File: src/rtl/fetch_sequencer_pkg.sv
// Shared ISA definitions for the washing register machine: opcode values,
// instruction field positions and the fetch FSM state encoding.
package fetch_sequencer_pkg;

  // Instruction fields: [15:12] opcode, [11:8] register, [7:0] immediate/target.
  localparam int OPC_MSB = 15;
  localparam int OPC_LSB = 12;
  localparam int IMM_MSB = 7;
  localparam int IMM_LSB = 0;
  localparam int IMM_W   = IMM_MSB - IMM_LSB + 1;

  localparam logic [3:0] OP_NOP  = 4'h0;
  localparam logic [3:0] OP_JMP  = 4'hA;
  localparam logic [3:0] OP_JZ   = 4'hB;
  localparam logic [3:0] OP_WAIT = 4'hC;
  localparam logic [3:0] OP_HALT = 4'hF;

  typedef enum logic [1:0] {
    ST_FETCH = 2'd0,
    ST_ISSUE = 2'd1,
    ST_WAIT  = 2'd2,
    ST_HALT  = 2'd3
  } state_t;

endpackage

File: src/rtl/fetch_sequencer_wait_timer.sv
// WAIT down-counter. Loaded with the WAIT immediate on entry, decremented by
// each qualified tick; done flags the tick that retires the final count.
module wait_timer
  import fetch_sequencer_pkg::*;
#(
  parameter int WAIT_W = 8
) (
  input  logic              clk,
  input  logic              rst,
  input  logic              en,
  input  logic              load,
  input  logic [WAIT_W-1:0] load_val,
  input  logic              tick,
  output logic              done
);

  logic [WAIT_W-1:0] cnt;

  // Load has priority so a tick arriving with the load is not counted.
  always_ff @(posedge clk or posedge rst) begin
    if (rst) begin
      cnt <= '0;
    end else if (en) begin
      // NOTE: sequential state uses non-blocking (<=) so every flop samples pre-edge values.
      if (load) begin
        cnt <= load_val;
      end else if (tick && (cnt != '0)) begin
        cnt <= cnt - WAIT_W'(1);
      end
    end
  end

  assign done = tick && (cnt == WAIT_W'(1));

endmodule

File: src/rtl/fetch_sequencer.sv
// Program counter and fetch control. Executes NOP/JMP/JZ/WAIT/HALT locally and
// issues every other opcode to the execute stage over valid/ready.
module fetch_sequencer
  import fetch_sequencer_pkg::*;
#(
  parameter int PC_W    = 8,
  parameter int INSTR_W = 16,
  parameter int WAIT_W  = 8
) (
  input  logic               clk,
  input  logic               rst,
  input  logic               en,
  input  logic               tick,
  input  logic               zero_flag,
  output logic [PC_W-1:0]    pc,
  input  logic [INSTR_W-1:0] instr,
  output logic [INSTR_W-1:0] exec_instr,
  output logic               exec_valid,
  input  logic               exec_ready,
  output logic               waiting,
  output logic               halted
);

  state_t            state;
  state_t            state_next;
  logic [PC_W-1:0]   pc_next;
  logic [PC_W-1:0]   pc_inc;
  logic [PC_W-1:0]   target;
  logic [3:0]        opcode;
  logic [IMM_W-1:0]  imm;
  logic              issue_load;
  logic              issue_clear;
  logic              wait_load;
  logic              wait_done;

  assign opcode = instr[OPC_MSB:OPC_LSB];
  assign imm    = instr[IMM_MSB:IMM_LSB];
  assign pc_inc = pc + PC_W'(1);
  assign target = PC_W'(imm);

  wait_timer #(.WAIT_W(WAIT_W)) u_wait_timer (
    .clk      (clk),
    .rst      (rst),
    .en       (en),
    .load     (wait_load),
    .load_val (WAIT_W'(imm)),
    .tick     (tick && (state == ST_WAIT)),
    .done     (wait_done)
  );

  // State register.
  always_ff @(posedge clk or posedge rst) begin
    if (rst) begin
      state <= ST_FETCH;
    end else if (en) begin
      state <= state_next;
    end
  end

  // Next-state, next-pc and register load strobes; nothing moves while en=0.
  always_comb begin
    // NOTE: every output gets a default first so no path can infer a latch.
    state_next  = state;
    pc_next     = pc;
    issue_load  = 1'b0;
    issue_clear = 1'b0;
    wait_load   = 1'b0;
    if (en) begin
      unique case (state)
        ST_FETCH: begin
          unique case (opcode)
            OP_NOP:  pc_next = pc_inc;
            OP_JMP:  pc_next = target;
            OP_JZ:   pc_next = zero_flag ? target : pc_inc;
            OP_WAIT: begin
              if (imm == '0) begin
                pc_next = pc_inc;
              end else begin
                wait_load  = 1'b1;
                state_next = ST_WAIT;
              end
            end
            OP_HALT: state_next = ST_HALT;
            default: begin
              issue_load = 1'b1;
              pc_next    = pc_inc;
              state_next = ST_ISSUE;
            end
          endcase
        end
        ST_ISSUE: begin
          if (exec_ready) begin
            issue_clear = 1'b1;
            state_next  = ST_FETCH;
          end
        end
        ST_WAIT: begin
          if (wait_done) begin
            pc_next    = pc_inc;
            state_next = ST_FETCH;
          end
        end
        ST_HALT: state_next = ST_HALT;
        default: state_next = ST_FETCH;
      endcase
    end
  end

  // Status outputs decoded from the current state.
  always_comb begin
    waiting = (state == ST_WAIT);
    halted  = (state == ST_HALT);
  end

  // Program counter register.
  always_ff @(posedge clk or posedge rst) begin
    if (rst) begin
      pc <= '0;
    end else begin
      pc <= pc_next;
    end
  end

  // Issue register: captured on issue, held until the execute handshake.
  always_ff @(posedge clk or posedge rst) begin
    if (rst) begin
      exec_valid <= 1'b0;
      exec_instr <= '0;
    end else if (issue_load) begin
      exec_valid <= 1'b1;
      exec_instr <= instr;
    end else if (issue_clear) begin
      exec_valid <= 1'b0;
    end
  end

endmodule

File: config.mk
export PLATFORM = sky130hd
export DESIGN_NAME = fetch_sequencer
export DESIGN_NICKNAME = d
export VERILOG_FILES = /design/src/rtl/fetch_sequencer_pkg.sv /design/src/rtl/fetch_sequencer_wait_timer.sv /design/src/rtl/fetch_sequencer.sv
export SDC_FILE = /design/constraint.sdc
export NUM_CORES = 1
export LEC_CHECK = 0
export BUFFER_PORTS_ARGS = -buffer_cell sky130_fd_sc_hd__buf_2
export CORE_UTILIZATION = 54
export DETAILED_ROUTE_END_ITERATION = 10
export HOLD_SLACK_MARGIN = 0.06
export PLACE_DENSITY = 0.77
export SLEW_MARGIN = 20
export SYNTH_ARGS = -nofsm -noshare
export SYNTH_HDL_FRONTEND = slang
export SYNTH_SLANG_ARGS = --single-unit
File: constraint.sdc
create_clock -name clk -period 2.37 [get_ports clk]
set_input_delay 0.1185 -clock clk [delete_from_list [all_inputs] [get_ports clk]]
set_output_delay 0.1185 -clock clk [all_outputs]
set_load 0.02 [all_outputs]
==> summary.txt <==
startpoint class of the critical path = flop
synth warn = 0
WL per Instance = 16.7 microns
Worst Setup End Kind = flop
sequential area share after synthesis = 41.4%
final WL = 5080 microns
Max VDD drop = 0.373 mV
minimum clock period = 2.01 ns
Hold Slack = 0.114 ns
RSZ-0062 raised after global routing = no
CTS tree = built
commonest non-fill, non-tap cell in the layout = buf_2
Leakage = 1.24 nW
Final Util = 69.3%
CTS root buf = clkbuf_8
H-tree depth = 2
DR vias = 1832
final total power = 0.00132 W
first-pass GRT wire length = 8420 microns
R2R cell count = 4
largest net degree at the start of global routing = 36
Async SR Flop Fraction = 100%
number of synthesized flops with an enable pin = 0
R2R Path End = pc[6]
Congestion Overflow GR = 0
commonest non-fill, non-tap cells in the layout = buf_2, dfrtp_1, mux2_1
clk sinks = 35
crit-path cells = nor2b_2, or3_1, mux2_4, a221o_1
maxcap violations = 0
Critical Path RT = 2.55 ns
CTS resizes = 0
vias in the first global route = 1706
Crit Path Category = flop to flop
cell area power density = 514 mW/mm^2
CTS Buf Count = 5
min-delay src = instr[2]
gr usage total = 27.1%
DR vias/cell = 6.03
max incr delay on CP = 0.57 ns
IO Count = 49
most used flip-flop cell after synthesis = dfrtp_1
slowest stage cell, crit path = or3_1
FP Rows = 22
clk buf depth = 2
post-route ant nets = 0
FF-to-FF setup slack = 0.36 ns
CP Max Fanout = 9
ratio of cells with drive above 1 in the final layout = 28.1%
Post-route DRC = 0
die area = 0.00417 sq mm
Die W = 64.6 microns
Hold Path Depth = 3
synthesized net count = 223
Hold Vio Cnt, Final = 0
Avg Cell Area, Syn = 10.7 sq um
CP Buf/Inv Count = 0
slew of the pin with the lowest slew margin = 0.497 ns
Die Ht = 64.6 microns
status = finished, final reports clean
Final #Nets = 281
hold path endpoint = u_wait_timer.cnt[2]
Iteration-0 DRC Markers = 142
Setup Fix Bufs, Post-CTS = 0
placer congestion estimate = 0.850
Max Clock Freq = 0.497 GHz
FF+latch count, synth = 35
fin crit share = 84.8%
WP data arrival = 2.19 ns
DR pass1 iterations = 4
area grow syn2layout = 21.8%
Clock transition at path regs = 0.08 ns
mapped cell area = 0.00211 sq mm
Layout Skew = 0.00702 ns
CP delay by family, top = simple AND/OR/NAND/NOR gates
# diodes = 0
hpwl dp = 3750 microns
post-synthesis cell type count = 58
critical register-to-register path startpoint = state[1]
setup TNS = 0 ns
Slew Viols, Final = 0
Clock Latency Late Sink = 0.29 ns
synthesized instance count = 197
Setup-failing EPs final = 0
Hold WC Path Type = input pin to flop
Starting Density = 56.9%
slew margin rel. = 66.6%
core area = 0.00372 sq mm
initial antenna violation count = 0
IO Port Bufs = 48
Hold-fix buffers, CTS = 5
[cell usage after synthesis, types with 5 or more instances]
cell type,instances,area share [%]
xor2_1,5,2.1
mux2i_1,6,2.8
or3_1,5,1.5
nor3_1,8,1.9
nand3_1,6,1.4
nand2_1,10,1.8
a21oi_1,5,1.2
dfrtp_1,35,41
nor2_1,8,1.4
inv_1,9,1.6
mux2_1,18,9.6
[sequential cells by signal, summed over array words and instances, names as in the netlist]
name / flops
pc: 8
exec_valid: 1
u_wait_timer.cnt: 8
exec_instr: 16
state: 2
[worst max-delay path by stage]
stage	depth (start not counted)	startpoint	slack [ns]	end
after floorplan	4	state[1]	0.49	exec_instr[10]
after global placement	4	state[1]	0.42	pc[6]
after CTS	4	state[1]	0.37	pc[6]
final	4	state[1]	0.36	pc[6]
after global routing	6	u_wait_timer.cnt[1]	0.21	pc[1]
after detailed placement	4	state[1]	0.38	pc[6]
[cell type report]
cell class	count	area [sq um]
clock inverters	3	47.5
inverters	9	33.8
repair buffers	57	320
flip-flops and latches	35	876
clock buffers	5	68.8
fillers	288	1140
multi-input cells	147	1170
well taps	48	60.1
[layer usage]
layer  track usage (%)  share of wire (%)  routed length, microns  vias up
met5                 0                  0                       0        -
met4              9.72                2.1                     105        0
met3              5.81                6.9                     349        9
met2              42.2                 47                    2380       82
met1              37.1                 44                    2250      874
li1                  -                  -                       -      867
[through the flow]
| step | std cells | setup slack (ns) | cell area, sq um |
|---|---|---|---|
| after floorplan | 197 | 0.487 | 2110 |
| final | 304 | 0.360 | 2570 |
| after CTS | 304 | 0.372 | 2570 |
| after global placement | 291 | 0.424 | 2410 |
| after global routing | 304 | 0.208 | 2570 |
| after detailed placement | 291 | 0.380 | 2410 |
[power breakdown]
part	internal [W]	switching, W	total, W
logic	0.0000547	0.0000873	0.000142
clock network	0.000319	0.000238	0.000557
registers	0.000615	0.00000927	0.000624
[worst min-delay path, delay by kind of cell]
family | cells | cell delay, ns
buffers and inverters | 1 | 0.14
and+or+nand+nor | 1 | 0.06
AOI/OAI and AO/OA | 1 | 0.05
[logic make-up (layout without fill, tap and decap cells)]
group	after synthesis	after routing	synth area share, %
compound gates	44	44	16.2
xor+xnor	5	5	2.07
fa+ha+maj	4	4	2.37
buf+inv	15	74	3.26
flops	35	35	41.4
mux	27	27	14.2
simple gates	67	67	20.4
Note: power is estimated with default switching activity, not from simulation.
